## src/rtl/nocif_burst_gen_if.sv

```systemverilog
// nocif_burst_gen_if
//   Flit port between a module-side flit source and the NoC interface slave
//   ("from module" side). One flit is transferred on each clock where
//   wrreq=1 and stall=0.
// Signals
//   wrreq      flit valid (source -> NoC)
//   stall      NoC interface back-pressure (NoC -> source)
//   burst      1 on every flit except the last one of a burst
//   arq, bsel, mode, addr                     header fields, held per burst
//   src_modid, src_chipid, trg_modid, trg_chipid  routing IDs, held per burst
//   data0, data1                               flit payload
// Modports: master = flit source, slave = NoC interface.
interface nocif_burst_gen_if #(
  parameter int NOC_DATA_SIZE   = 32,
  parameter int NOC_ADDR_SIZE   = 32,
  parameter int NOC_MODE_SIZE   = 4,
  parameter int NOC_BSEL_SIZE   = 4,
  parameter int NOC_MODID_SIZE  = 12,
  parameter int NOC_CHIPID_SIZE = 6
);
  logic                       wrreq;
  logic                       stall;
  logic                       burst;
  logic                       arq;
  logic [NOC_BSEL_SIZE-1:0]   bsel;
  logic [NOC_MODE_SIZE-1:0]   mode;
  logic [NOC_ADDR_SIZE-1:0]   addr;
  logic [NOC_MODID_SIZE-1:0]  src_modid;
  logic [NOC_CHIPID_SIZE-1:0] src_chipid;
  logic [NOC_MODID_SIZE-1:0]  trg_modid;
  logic [NOC_CHIPID_SIZE-1:0] trg_chipid;
  logic [NOC_DATA_SIZE-1:0]   data0;
  logic [NOC_DATA_SIZE-1:0]   data1;

  modport master (
    output wrreq, burst, arq, bsel, mode, addr,
           src_modid, src_chipid, trg_modid, trg_chipid, data0, data1,
    input  stall
  );

  modport slave (
    input  wrreq, burst, arq, bsel, mode, addr,
           src_modid, src_chipid, trg_modid, trg_chipid, data0, data1,
    output stall
  );
endinterface

```

## src/rtl/nocif_burst_gen.sv

```systemverilog
// nocif_burst_gen
//   Turns one write command (target, mode, addr, flit count) plus a stream of
//   per-flit data words into a framed NoC burst on the flit port.
//   One-deep flit register: a new flit is loaded in the same cycle the
//   current one is taken, so an unstalled burst runs at one flit per cycle.
// Ports
//   clk_i, reset_q_i        clock, synchronous active-low reset
//   own_modid_i/chipid_i    own IDs (static), latched as source IDs per burst
//   cmd_*                   command handshake and fields; cmd_flits_i==0 is illegal
//   dat_valid_i/ready_o/dat_i  per-flit data {data1,data0}; first flit drops data1
//   busy_o                  command in progress
//   cmd_err_o               one-cycle pulse on an illegal (or timed-out) command
//   mod                     flit port (master side of nocif_burst_gen_if)
// Configuration
//   NOCIF_BURST_TIMEOUT_EN  when defined, TIMEOUT cycles without data mid-burst
//                           pad the rest of the burst with zero flits and pulse
//                           cmd_err_o once.
module nocif_burst_gen #(
  parameter int NOC_DATA_SIZE   = 32,
  parameter int NOC_ADDR_SIZE   = 32,
  parameter int NOC_MODE_SIZE   = 4,
  parameter int NOC_BSEL_SIZE   = 4,
  parameter int NOC_MODID_SIZE  = 12,
  parameter int NOC_CHIPID_SIZE = 6,
  parameter int LEN_W           = 8
`ifdef NOCIF_BURST_TIMEOUT_EN
  , parameter int TIMEOUT       = 255
`endif
) (
  input  logic                         clk_i,
  input  logic                         reset_q_i,
  input  logic [NOC_MODID_SIZE-1:0]    own_modid_i,
  input  logic [NOC_CHIPID_SIZE-1:0]   own_chipid_i,
  input  logic                         cmd_valid_i,
  output logic                         cmd_ready_o,
  input  logic [NOC_MODID_SIZE-1:0]    cmd_trg_modid_i,
  input  logic [NOC_CHIPID_SIZE-1:0]   cmd_trg_chipid_i,
  input  logic [NOC_MODE_SIZE-1:0]     cmd_mode_i,
  input  logic [NOC_ADDR_SIZE-1:0]     cmd_addr_i,
  input  logic [NOC_BSEL_SIZE-1:0]     cmd_bsel_i,
  input  logic                         cmd_arq_i,
  input  logic [LEN_W-1:0]             cmd_flits_i,
  input  logic                         dat_valid_i,
  output logic                         dat_ready_o,
  input  logic [2*NOC_DATA_SIZE-1:0]   dat_i,
  output logic                         busy_o,
  output logic                         cmd_err_o,
  nocif_burst_gen_if.master            mod
);

  typedef enum logic [1:0] {ST_IDLE, ST_BUSY, ST_LAST} state_e;

  typedef struct packed {
    logic                       arq;
    logic [NOC_BSEL_SIZE-1:0]   bsel;
    logic [NOC_MODE_SIZE-1:0]   mode;
    logic [NOC_ADDR_SIZE-1:0]   addr;
    logic [NOC_MODID_SIZE-1:0]  src_modid;
    logic [NOC_CHIPID_SIZE-1:0] src_chipid;
    logic [NOC_MODID_SIZE-1:0]  trg_modid;
    logic [NOC_CHIPID_SIZE-1:0] trg_chipid;
  } hdr_t;

  state_e                     state_d, state_q;
  logic [LEN_W-1:0]           cnt_d, cnt_q;      // flits still to be loaded
  logic                       first_d, first_q;  // next load is the first flit
  hdr_t                       hdr_d, hdr_q;
  logic                       wrreq_d, wrreq_q;
  logic                       burst_d, burst_q;
  logic [NOC_DATA_SIZE-1:0]   data0_d, data0_q;
  logic [NOC_DATA_SIZE-1:0]   data1_d, data1_q;
  logic                       err_d, err_q;

  logic                       slot_free, take, load, dat_rdy;
  logic [2*NOC_DATA_SIZE-1:0] ld_data;

`ifdef NOCIF_BURST_TIMEOUT_EN
  localparam int TO_W = $clog2(TIMEOUT + 1);
  logic [TO_W-1:0] to_cnt_d, to_cnt_q;
  logic            pad_d, pad_q;            // padding remaining flits with zeros
`endif

  always_comb begin
    state_d = state_q;
    cnt_d   = cnt_q;
    first_d = first_q;
    hdr_d   = hdr_q;
    wrreq_d = wrreq_q;
    burst_d = burst_q;
    data0_d = data0_q;
    data1_d = data1_q;
    err_d   = 1'b0;

    take = wrreq_q && !mod.stall;
    // FR can accept a new flit when empty or emptying this cycle
    slot_free = (state_q == ST_BUSY) && (cnt_q != '0) && (!wrreq_q || !mod.stall);
`ifdef NOCIF_BURST_TIMEOUT_EN
    to_cnt_d = to_cnt_q;
    pad_d    = pad_q;
    dat_rdy  = slot_free && !pad_q;
    load     = slot_free && (dat_valid_i || pad_q);
    ld_data  = pad_q ? '0 : dat_i;
`else
    dat_rdy  = slot_free;
    load     = slot_free && dat_valid_i;
    ld_data  = dat_i;
`endif

    unique case (state_q)
      ST_IDLE: begin
        if (cmd_valid_i) begin
          if (cmd_flits_i == '0) begin
            err_d = 1'b1;
          end else begin
            hdr_d   = '{arq: cmd_arq_i, bsel: cmd_bsel_i, mode: cmd_mode_i,
                        addr: cmd_addr_i, src_modid: own_modid_i,
                        src_chipid: own_chipid_i, trg_modid: cmd_trg_modid_i,
                        trg_chipid: cmd_trg_chipid_i};
            cnt_d   = cmd_flits_i;
            first_d = 1'b1;
            state_d = ST_BUSY;
          end
        end
      end
      ST_BUSY: begin
        if (take) wrreq_d = 1'b0;
        // load overrides take: FR refilled in the same cycle, no bubble
        if (load) begin
          wrreq_d = 1'b1;
          burst_d = (cnt_q != LEN_W'(1));
          data0_d = ld_data[NOC_DATA_SIZE-1:0];
          data1_d = first_q ? '0 : ld_data[2*NOC_DATA_SIZE-1:NOC_DATA_SIZE];
          first_d = 1'b0;
          cnt_d   = cnt_q - LEN_W'(1);
          if (cnt_q == LEN_W'(1)) state_d = ST_LAST;
        end
      end
      ST_LAST: begin
        if (take) begin
          wrreq_d = 1'b0;
          state_d = ST_IDLE;
        end
      end
      default: state_d = ST_IDLE;
    endcase

`ifdef NOCIF_BURST_TIMEOUT_EN
    // Counts starved cycles (stalled ones included) while flits remain
    if (state_q == ST_IDLE) begin
      to_cnt_d = '0;
      pad_d    = 1'b0;
    end else if (load) begin
      to_cnt_d = '0;
    end else if (state_q == ST_BUSY && cnt_q != '0 && !pad_q) begin
      if (to_cnt_q == TO_W'(TIMEOUT - 1)) begin
        to_cnt_d = '0;
        pad_d    = 1'b1;
        err_d    = 1'b1;
      end else begin
        to_cnt_d = to_cnt_q + TO_W'(1);
      end
    end
`endif
  end

  always_ff @(posedge clk_i) begin
    if (!reset_q_i) begin
      state_q  <= ST_IDLE;
      cnt_q    <= '0;
      first_q  <= 1'b0;
      hdr_q    <= '0;
      wrreq_q  <= 1'b0;
      burst_q  <= 1'b0;
      data0_q  <= '0;
      data1_q  <= '0;
      err_q    <= 1'b0;
`ifdef NOCIF_BURST_TIMEOUT_EN
      to_cnt_q <= '0;
      pad_q    <= 1'b0;
`endif
    end else begin
      state_q  <= state_d;
      cnt_q    <= cnt_d;
      first_q  <= first_d;
      hdr_q    <= hdr_d;
      wrreq_q  <= wrreq_d;
      burst_q  <= burst_d;
      data0_q  <= data0_d;
      data1_q  <= data1_d;
      err_q    <= err_d;
`ifdef NOCIF_BURST_TIMEOUT_EN
      to_cnt_q <= to_cnt_d;
      pad_q    <= pad_d;
`endif
    end
  end

  assign cmd_ready_o    = (state_q == ST_IDLE);
  assign busy_o         = (state_q != ST_IDLE);
  assign dat_ready_o    = dat_rdy;
  assign cmd_err_o      = err_q;

  assign mod.wrreq      = wrreq_q;
  assign mod.burst      = burst_q;
  assign mod.data0      = data0_q;
  assign mod.data1      = data1_q;
  assign mod.arq        = hdr_q.arq;
  assign mod.bsel       = hdr_q.bsel;
  assign mod.mode       = hdr_q.mode;
  assign mod.addr       = hdr_q.addr;
  assign mod.src_modid  = hdr_q.src_modid;
  assign mod.src_chipid = hdr_q.src_chipid;
  assign mod.trg_modid  = hdr_q.trg_modid;
  assign mod.trg_chipid = hdr_q.trg_chipid;

endmodule
```

## src/flat_wrapper.sv

```systemverilog
// flat-port wrapper written by rule: the top's interface ports become plain ports
module nocif_burst_gen_flat 
#(
  parameter int NOC_DATA_SIZE   = 32,
  parameter int NOC_ADDR_SIZE   = 32,
  parameter int NOC_MODE_SIZE   = 4,
  parameter int NOC_BSEL_SIZE   = 4,
  parameter int NOC_MODID_SIZE  = 12,
  parameter int NOC_CHIPID_SIZE = 6,
  parameter int LEN_W           = 8

)
  (clk_i, reset_q_i, own_modid_i, own_chipid_i, cmd_valid_i, cmd_ready_o, cmd_trg_modid_i, cmd_trg_chipid_i, cmd_mode_i, cmd_addr_i, cmd_bsel_i, cmd_arq_i, cmd_flits_i, dat_valid_i, dat_ready_o, dat_i, busy_o, cmd_err_o, mod_wrreq, mod_burst, mod_arq, mod_bsel, mod_mode, mod_addr, mod_src_modid, mod_src_chipid, mod_trg_modid, mod_trg_chipid, mod_data0, mod_data1, mod_stall);
  nocif_burst_gen_if #(.NOC_DATA_SIZE(NOC_DATA_SIZE), .NOC_ADDR_SIZE(NOC_ADDR_SIZE), .NOC_MODE_SIZE(NOC_MODE_SIZE), .NOC_BSEL_SIZE(NOC_BSEL_SIZE), .NOC_MODID_SIZE(NOC_MODID_SIZE), .NOC_CHIPID_SIZE(NOC_CHIPID_SIZE)) mod_i ();
  input  logic clk_i;
  input  logic reset_q_i;
  input  logic [NOC_MODID_SIZE-1:0] own_modid_i;
  input  logic [NOC_CHIPID_SIZE-1:0] own_chipid_i;
  input  logic cmd_valid_i;
  output logic cmd_ready_o;
  input  logic [NOC_MODID_SIZE-1:0] cmd_trg_modid_i;
  input  logic [NOC_CHIPID_SIZE-1:0] cmd_trg_chipid_i;
  input  logic [NOC_MODE_SIZE-1:0] cmd_mode_i;
  input  logic [NOC_ADDR_SIZE-1:0] cmd_addr_i;
  input  logic [NOC_BSEL_SIZE-1:0] cmd_bsel_i;
  input  logic cmd_arq_i;
  input  logic [LEN_W-1:0] cmd_flits_i;
  input  logic dat_valid_i;
  output logic dat_ready_o;
  input  logic [2*NOC_DATA_SIZE-1:0] dat_i;
  output logic busy_o;
  output logic cmd_err_o;
  output wire logic [$bits(mod_i.wrreq)-1:0] mod_wrreq;
  output wire logic [$bits(mod_i.burst)-1:0] mod_burst;
  output wire logic [$bits(mod_i.arq)-1:0] mod_arq;
  output wire logic [$bits(mod_i.bsel)-1:0] mod_bsel;
  output wire logic [$bits(mod_i.mode)-1:0] mod_mode;
  output wire logic [$bits(mod_i.addr)-1:0] mod_addr;
  output wire logic [$bits(mod_i.src_modid)-1:0] mod_src_modid;
  output wire logic [$bits(mod_i.src_chipid)-1:0] mod_src_chipid;
  output wire logic [$bits(mod_i.trg_modid)-1:0] mod_trg_modid;
  output wire logic [$bits(mod_i.trg_chipid)-1:0] mod_trg_chipid;
  output wire logic [$bits(mod_i.data0)-1:0] mod_data0;
  output wire logic [$bits(mod_i.data1)-1:0] mod_data1;
  input wire logic [$bits(mod_i.stall)-1:0] mod_stall;
  assign mod_wrreq = mod_i.wrreq;
  assign mod_burst = mod_i.burst;
  assign mod_arq = mod_i.arq;
  assign mod_bsel = mod_i.bsel;
  assign mod_mode = mod_i.mode;
  assign mod_addr = mod_i.addr;
  assign mod_src_modid = mod_i.src_modid;
  assign mod_src_chipid = mod_i.src_chipid;
  assign mod_trg_modid = mod_i.trg_modid;
  assign mod_trg_chipid = mod_i.trg_chipid;
  assign mod_data0 = mod_i.data0;
  assign mod_data1 = mod_i.data1;
  assign mod_i.stall = mod_stall;
  nocif_burst_gen #(.NOC_DATA_SIZE(NOC_DATA_SIZE), .NOC_ADDR_SIZE(NOC_ADDR_SIZE), .NOC_MODE_SIZE(NOC_MODE_SIZE), .NOC_BSEL_SIZE(NOC_BSEL_SIZE), .NOC_MODID_SIZE(NOC_MODID_SIZE), .NOC_CHIPID_SIZE(NOC_CHIPID_SIZE), .LEN_W(LEN_W)) u_core (.clk_i(clk_i), .reset_q_i(reset_q_i), .own_modid_i(own_modid_i), .own_chipid_i(own_chipid_i), .cmd_valid_i(cmd_valid_i), .cmd_ready_o(cmd_ready_o), .cmd_trg_modid_i(cmd_trg_modid_i), .cmd_trg_chipid_i(cmd_trg_chipid_i), .cmd_mode_i(cmd_mode_i), .cmd_addr_i(cmd_addr_i), .cmd_bsel_i(cmd_bsel_i), .cmd_arq_i(cmd_arq_i), .cmd_flits_i(cmd_flits_i), .dat_valid_i(dat_valid_i), .dat_ready_o(dat_ready_o), .dat_i(dat_i), .busy_o(busy_o), .cmd_err_o(cmd_err_o), .mod(mod_i));
endmodule
```

## config.mk

```make
export PLATFORM = sky130hd
export DESIGN_NAME = nocif_burst_gen_flat
export DESIGN_NICKNAME = d
export VERILOG_FILES = /design/src/rtl/nocif_burst_gen_if.sv /design/src/rtl/nocif_burst_gen.sv /design/src/flat_wrapper.sv
export SDC_FILE = /design/constraint.sdc
export NUM_CORES = 1
export LEC_CHECK = 0
export ABC_AREA = 1
export CAP_MARGIN = 20
export CORE_MARGIN = 8
export CORE_UTILIZATION = 37
export CTS_BUF_LIST = sky130_fd_sc_hd__clkbuf_2 sky130_fd_sc_hd__clkbuf_4 sky130_fd_sc_hd__clkbuf_8
export CTS_CLUSTER_DIAMETER = 30
export DETAILED_ROUTE_END_ITERATION = 12
export GPL_TIMING_DRIVEN = 0
export PLACE_DENSITY = 0.75
export RECOVER_POWER = 100
export SLEW_MARGIN = 10
export SYNTH_ARGS = -nofsm -noshare
export SYNTH_HDL_FRONTEND = slang
export SYNTH_SLANG_ARGS = --single-unit
```

## constraint.sdc

```tcl
create_clock -name clk_i -period 1.5 [get_ports clk_i]
set_input_delay 0.375 -clock clk_i [delete_from_list [all_inputs] [get_ports clk_i]]
set_output_delay 0.375 -clock clk_i [all_outputs]
set_load 0.02 [all_outputs]
```

# [After elaboration in Yosys (flattened, before gate mapping)]
# Cells that the tools add are included.
[word_totals] register_bits=155 inputBits=154 output_inout_bits=147 word_cells=64
[op_classes] add_sub_neg=1 eq_ne=9 muxes=19 bitwise=1 n_reduce_logical=18
[op_table] cell="32-bit 2-to-1 mux" n=1
[op_table] cell="8-bit 2-to-1 mux" n=3
[op_table] cell="8-bit one-hot mux with 2 select lines" n=1
[op_table] cell="2-bit 2-to-1 mux" n=5
[op_table] cell="8-bit by 1-bit equality test with 1-bit output, second input constant" n=1
[op_table] cell="8-bit logical NOT" n=1
[op_table] cell="8-bit by 1-bit inequality test with 1-bit output, second input constant" n=1
[op_table] cell="8-bit nonzero test" n=1
[op_table] cell="8-bit by 1-bit subtractor with 8-bit output, second input constant" n=1
[op_table] cell="1-bit 2-to-1 mux" n=6
[op_table] cell="2-bit inequality test, second input constant" n=3
[op_table] cell="2-bit one-hot mux with 3 select lines" n=1
[op_table] cell="3-bit AND reduction" n=2
[op_table] cell="2-bit nonzero test" n=3
[op_table] cell="5-bit AND reduction" n=1
[op_table] cell="1-bit logical AND" n=4
[op_table] cell="2-bit by 1-bit inequality test with 1-bit output, second input constant" n=2
[op_table] cell="1-bit one-hot mux with 2 select lines" n=2
[op_table] cell="4-bit AND reduction" n=1
[op_table] cell="2-bit by 1-bit equality test with 1-bit output, second input constant" n=1
[op_table] cell="2-bit equality test, second input constant" n=1
[op_table] cell="1-bit logical NOT" n=2
[op_table] cell="2-bit logical NOT" n=1
[op_table] cell="2-bit AND reduction" n=1
[op_table] cell="other kinds (2)" n=2

# [Longest topological paths before layout]
[depth] depth_word=6 mapped_depth=12 depth_no_buf=11

# [Worst setup path after synthesis]
# No wires, ideal clock.
[synth_timing] path_type="register to register" from="register u_core.state_q[0]" to="register u_core.cnt_q[6]" setup_time_ps=113 arrival_time_ps=1694 t_required_ps=1387 setup_slack_ps=-307 stages_incl_launch_ff=11 path_buffers=1 period_less_slack_ps=1807 cell_sequence="dfxtp_1 -> inv_1 -> ha_1 -> inv_1 -> or2_1 -> o21a_1 -> nand3_4 -> buf_6 -> nand2_1 -> nand2_1 -> nor2_1"
[synth_via] word_cells_on_any_way=11 cone_classes="eq/ne (4); mux (1); reduce/logical (6)"
[synth_lines] item="start, declared" line_no="nocif_burst_gen.sv:64" text="state_e state_d, state_q;"
[synth_lines] item="start signal, assigned" line_no="nocif_burst_gen.sv:182" text="state_q <= state_d;"
[synth_lines] item="2-bit logical NOT (*)"
[synth_lines] item="net cmd_ready_o" line_no="flat_wrapper.sv:20" text="output logic cmd_ready_o;"
[synth_lines] item="2-bit inequality test (no source line) or 2-bit nonzero test (tied branches)"
[synth_lines] item="4-bit AND reduction (no source line)"
[synth_lines] item="end signal, assigned" line_no="nocif_burst_gen.sv:183" text="cnt_q <= cnt_d;"
[synth_lines] item="end, declared" line_no="nocif_burst_gen.sv:65" text="logic [LEN_W-1:0] cnt_d, cnt_q;"
# The timed path passes the listed nets; every way through them passes the cells marked *.
# A chain may end at the register's enable or synchronous reset.

# [Final worst setup path]
[layout_timing] from="register u_core.cnt_q[2]" to="output port dat_ready_o"
[layout_via] elab_chain_len=3
[layout_rtl] item="8-bit nonzero test" line_no="nocif_burst_gen.sv:96" text="slot_free = (state_q == ST_BUSY) && (cnt_q != '0) && (!wrreq_q || !mod.stall);"
[layout_rtl] item="1-bit logical AND (2 in series)" line_no="nocif_burst_gen.sv:96"
[layout_rtl] item="end, declared" line_no="flat_wrapper.sv:29" text="output logic dat_ready_o;"
# No other way between the ends.

==> results.sh <==
export IMPL_status="finished with violations"
export IMPL_violations="negative setup slack"
export IMPL_rsz0062_at_grt="yes"
export IMPL_die_w_um=142
export IMPL_yosysWarnings=0
export IMPL_r2r_end="u_core.mod.trg_chipid[1]"
export IMPL_layout_setup_ws_ns=-0.276
export IMPL_syn_avg_cell_area_sq_um=7.54
export IMPL_drtAntennaViolNets=0
export IMPL_arrival_ns=1.40
export IMPL_htreeDepth=4
export IMPL_period_needed_ns=1.78
export IMPL_drtIter0Drc=212
export IMPL_crit_path_start="u_core.cnt_q[2]"
export IMPL_ff_latch_area_sq_um=3120
export IMPL_r2r_start="u_core.state_q[1]"
export IMPL_grt_first_pass_wirelength_um=34300
export IMPL_cts_root_buf="clkbuf_8"
export IMPL_path_clk_slew_ns=0.10
export IMPL_hp_class="register to register"
export IMPL_synth_seq_cells=155
export IMPL_syn_to_final_growth_pct=90.6
export IMPL_synth_mux_area_frac=0
export IMPL_setup_worst_path_class="register to output pin"
export IMPL_yosysTopAreaCell="dfxtp_1"
export IMPL_wl_per_cell_um=17.7
export IMPL_ys_top_cells_by_count="186 x nor2_1, 155 x dfxtp_1, 143 x nand2_1"
export IMPL_tightest_slew_ns=0.698
export IMPL_synth_compound_area_frac=0.134
export IMPL_synthAdderAreaFrac=0.0148
export IMPL_async_flop_share=0
export IMPL_relSlewSlack=0.534
export IMPL_period_share=1.18
export IMPL_crit_required_ns=1.12
export IMPL_tritoncts="done"
export IMPL_grt_pass1_vias=6416
export IMPL_critical_path_max_fanout=4
export IMPL_drc_errors=0
export IMPL_finalPower_w=0.0191
export IMPL_fp_dieH_um=142
export IMPL_synthFlopType="dfxtp_1"
export IMPL_die_area_sq_um=20300
export IMPL_grt_overflow_total=0
export IMPL_io_buffers=299
export IMPL_syn_inst=783
export IMPL_insertion_delay_ns=0.46
export IMPL_antenna_found_initial=0
export IMPL_synth_seq_area_share=0.526
export IMPL_dpl_cell_area_sq_um=9210
export IMPL_num_fill_cells=1163
export IMPL_fin_cells=1383
export IMPL_synth_edf_count=0
export IMPL_netlist_top_cells_area="dfxtp_1 53%, nor2_1 12%, nand2_1 9.1%"
export IMPL_setup_viol=156
export IMPL_grt_max_degree=17
export IMPL_cts_buffer_depth=2
export IMPL_detail_route_vias_per_cell=4.83
export IMPL_multi_input_comb_area_sq_um=3040
export IMPL_fmax_mhz=563
export IMPL_io_pins=301
export IMPL_dp_cells=1298
export IMPL_cts_buffers=17
export IMPL_gp_congestion=0.874
export IMPL_synth_xor_area_frac=0
export IMPL_endpoint="dat_ready_o"
export IMPL_synth_top_family_by_area="simple AND/OR/NAND/NOR gates"
export IMPL_yosysMostFrequentCell="nor2_1"
export IMPL_clock_skew_ns=0.0146
export IMPL_rows=46
export IMPL_ir_drop_v=0.00109
export IMPL_p_leak_nw=4.40
export IMPL_num_antenna_cells=0
export IMPL_final_area_sq_um=11300
export IMPL_reg2reg_depth=12
export IMPL_first_pass_iters=5
export IMPL_num_vias=6684
export IMPL_layout_drive_gt1_share=0.361
export IMPL_hold_viol=0
export IMPL_layout_nets=1315
export IMPL_synth_simple_gate_area_share=0.262
export IMPL_clock_sinks=155
export IMPL_end_kind="output pin"
export IMPL_gr_usage_all_layers=0.217
export IMPL_r2r_setup_slack_ns=-0.26
export IMPL_fin_setup_tns_ns=-26.71
export IMPL_start_util=0.374
export IMPL_synth_top_area_share=0.526
export IMPL_synthDistinctLibCells=27
export IMPL_synthesis_nets=944
export IMPL_hpwl_um=16600
export IMPL_cp_start_kind="register"
export IMPL_synth_area_sq_um=5900
export IMPL_core_area_sq_um=15800
export IMPL_p_per_area_nw_per_um2=1700
export IMPL_maxCapViolCount=0
export IMPL_drt_total_wl_um=24500
export IMPL_slew_violations=0
-- repair_timing --
| action | 4_1_cts | 5_1_grt |
|---|---|---|
| hold buffers | 0 | 0 |
| setup buffers | 18 | 21 |
| setup endpoints to repair | 301 | 247 |
| pin swaps | 11 | 9 |
| gates cloned | 4 | 12 |
| resized for setup | 541 | 267 |
-- final cells by class --
| class | instances | area share |
|---|---|---|
| plain buffers | 50 | 0.0456 |
| clock buffers | 18 | 0.0220 |
| clock inverters | 14 | 0.0141 |
| inverters | 28 | 0.0132 |
| multi-input cells | 548 | 0.270 |
| flip-flops and latches | 155 | 0.277 |
| well taps | 216 | 0.0240 |
| repair buffers | 353 | 0.333 |
| repair inverters | 1 | 0.00100 |
-- kinds of logic after synthesis --
kind of cell	count (synthesis)
compound gates	156
simple gates	385
buf+inv	80
flops	155
fa+ha+maj	7
-- layer usage --
| layer | GRT usage | vias to the layer above | wire [um] |
|---|---|---|---|
| met2 | 0.354 | 295 | 11800 |
| met1 | 0.235 | 3077 | 9210 |
| met3 | 0.117 | 38 | 2970 |
| met4 | 0.0783 | 0 | 570 |
| met5 | 0 | - | 0 |
| li1 | - | 3274 | - |
-- through the flow --
step / hold WS [ns] / worst slack, ns / util
floorplan: 0.510 / 0.00181 / -
global placement: 0.450 / -0.663 / 0.584
detailed placement: 0.453 / -0.663 / 0.584
CTS: 0.430 / -0.325 / 0.645
global route: 0.427 / -0.374 / 0.714
finish: 0.464 / -0.276 / 0.714
-- layout by cell type (no fill, tap or decap), types with 32 or more instances in the layout --
| cell type | count |
|---|---|
| clkdlybuf4s50_1 | 152 |
| dfxtp_1 | 147 |
| nand2_1 | 129 |
| clkdlybuf4s15_2 | 114 |
| nor2_1 | 109 |
| a21oi_1 | 48 |
| nor2_2 | 45 |
| o21ai_0 | 40 |
| nand3_1 | 39 |
| o21ai_1 | 34 |
| nor2_4 | 33 |
| buf_4 | 32 |
-- flip-flops by register name (all words and copies together), names as in the netlist, 2 cells and up --
register               count
u_core.mod.addr           32
u_core.mod.bsel            4
u_core.mod.src_modid      12
u_core.state_q             2
u_core.cnt_q               8
u_core.mod.mode            4
u_core.mod.src_chipid      6
u_core.mod.trg_chipid      6
u_core.mod.data1          32
u_core.mod.data0          32
u_core.mod.trg_modid      12
-- power breakdown --
| part | leakage (nW) | switching, W | internal (W) |
|---|---|---|---|
| clock network | 0.190 | 0.00171 | 0.00155 |
| registers | 1.27 | 0.000534 | 0.00502 |
| logic | 2.93 | 0.00539 | 0.00491 |
| total | 4.40 | 0.00763 | 0.0115 |
-- worst min path at each step --
| stage | start | to | cells past startpoint |
|---|---|---|---|
| 6_report | u_core.mod.data1[29] | u_core.mod.data1[29] | 2 |
| 5_1_grt | dat_i[9] | u_core.mod.data0[9] | 3 |
| 4_1_cts | dat_i[6] | u_core.mod.data0[6] | 3 |
| 3_5_place_dp | u_core.mod.data0[25] | u_core.mod.data0[25] | 2 |
| 3_3_place_gp | u_core.mod.data0[28] | u_core.mod.data0[28] | 2 |
| 2_1_floorplan | cmd_arq_i | u_core.mod.arq | 2 |
-- worst max-delay path: stages, from the launching register on --
cell and delay, ns:
dfxtp_2 0.35, inv_2 0.08, nand2_1 0.09, nor2_2 0.12
nand2_2 0.08, nand2_2 0.07, inv_2 0.03, buf_6 0.12
Power figures use the tool's default switching activity.
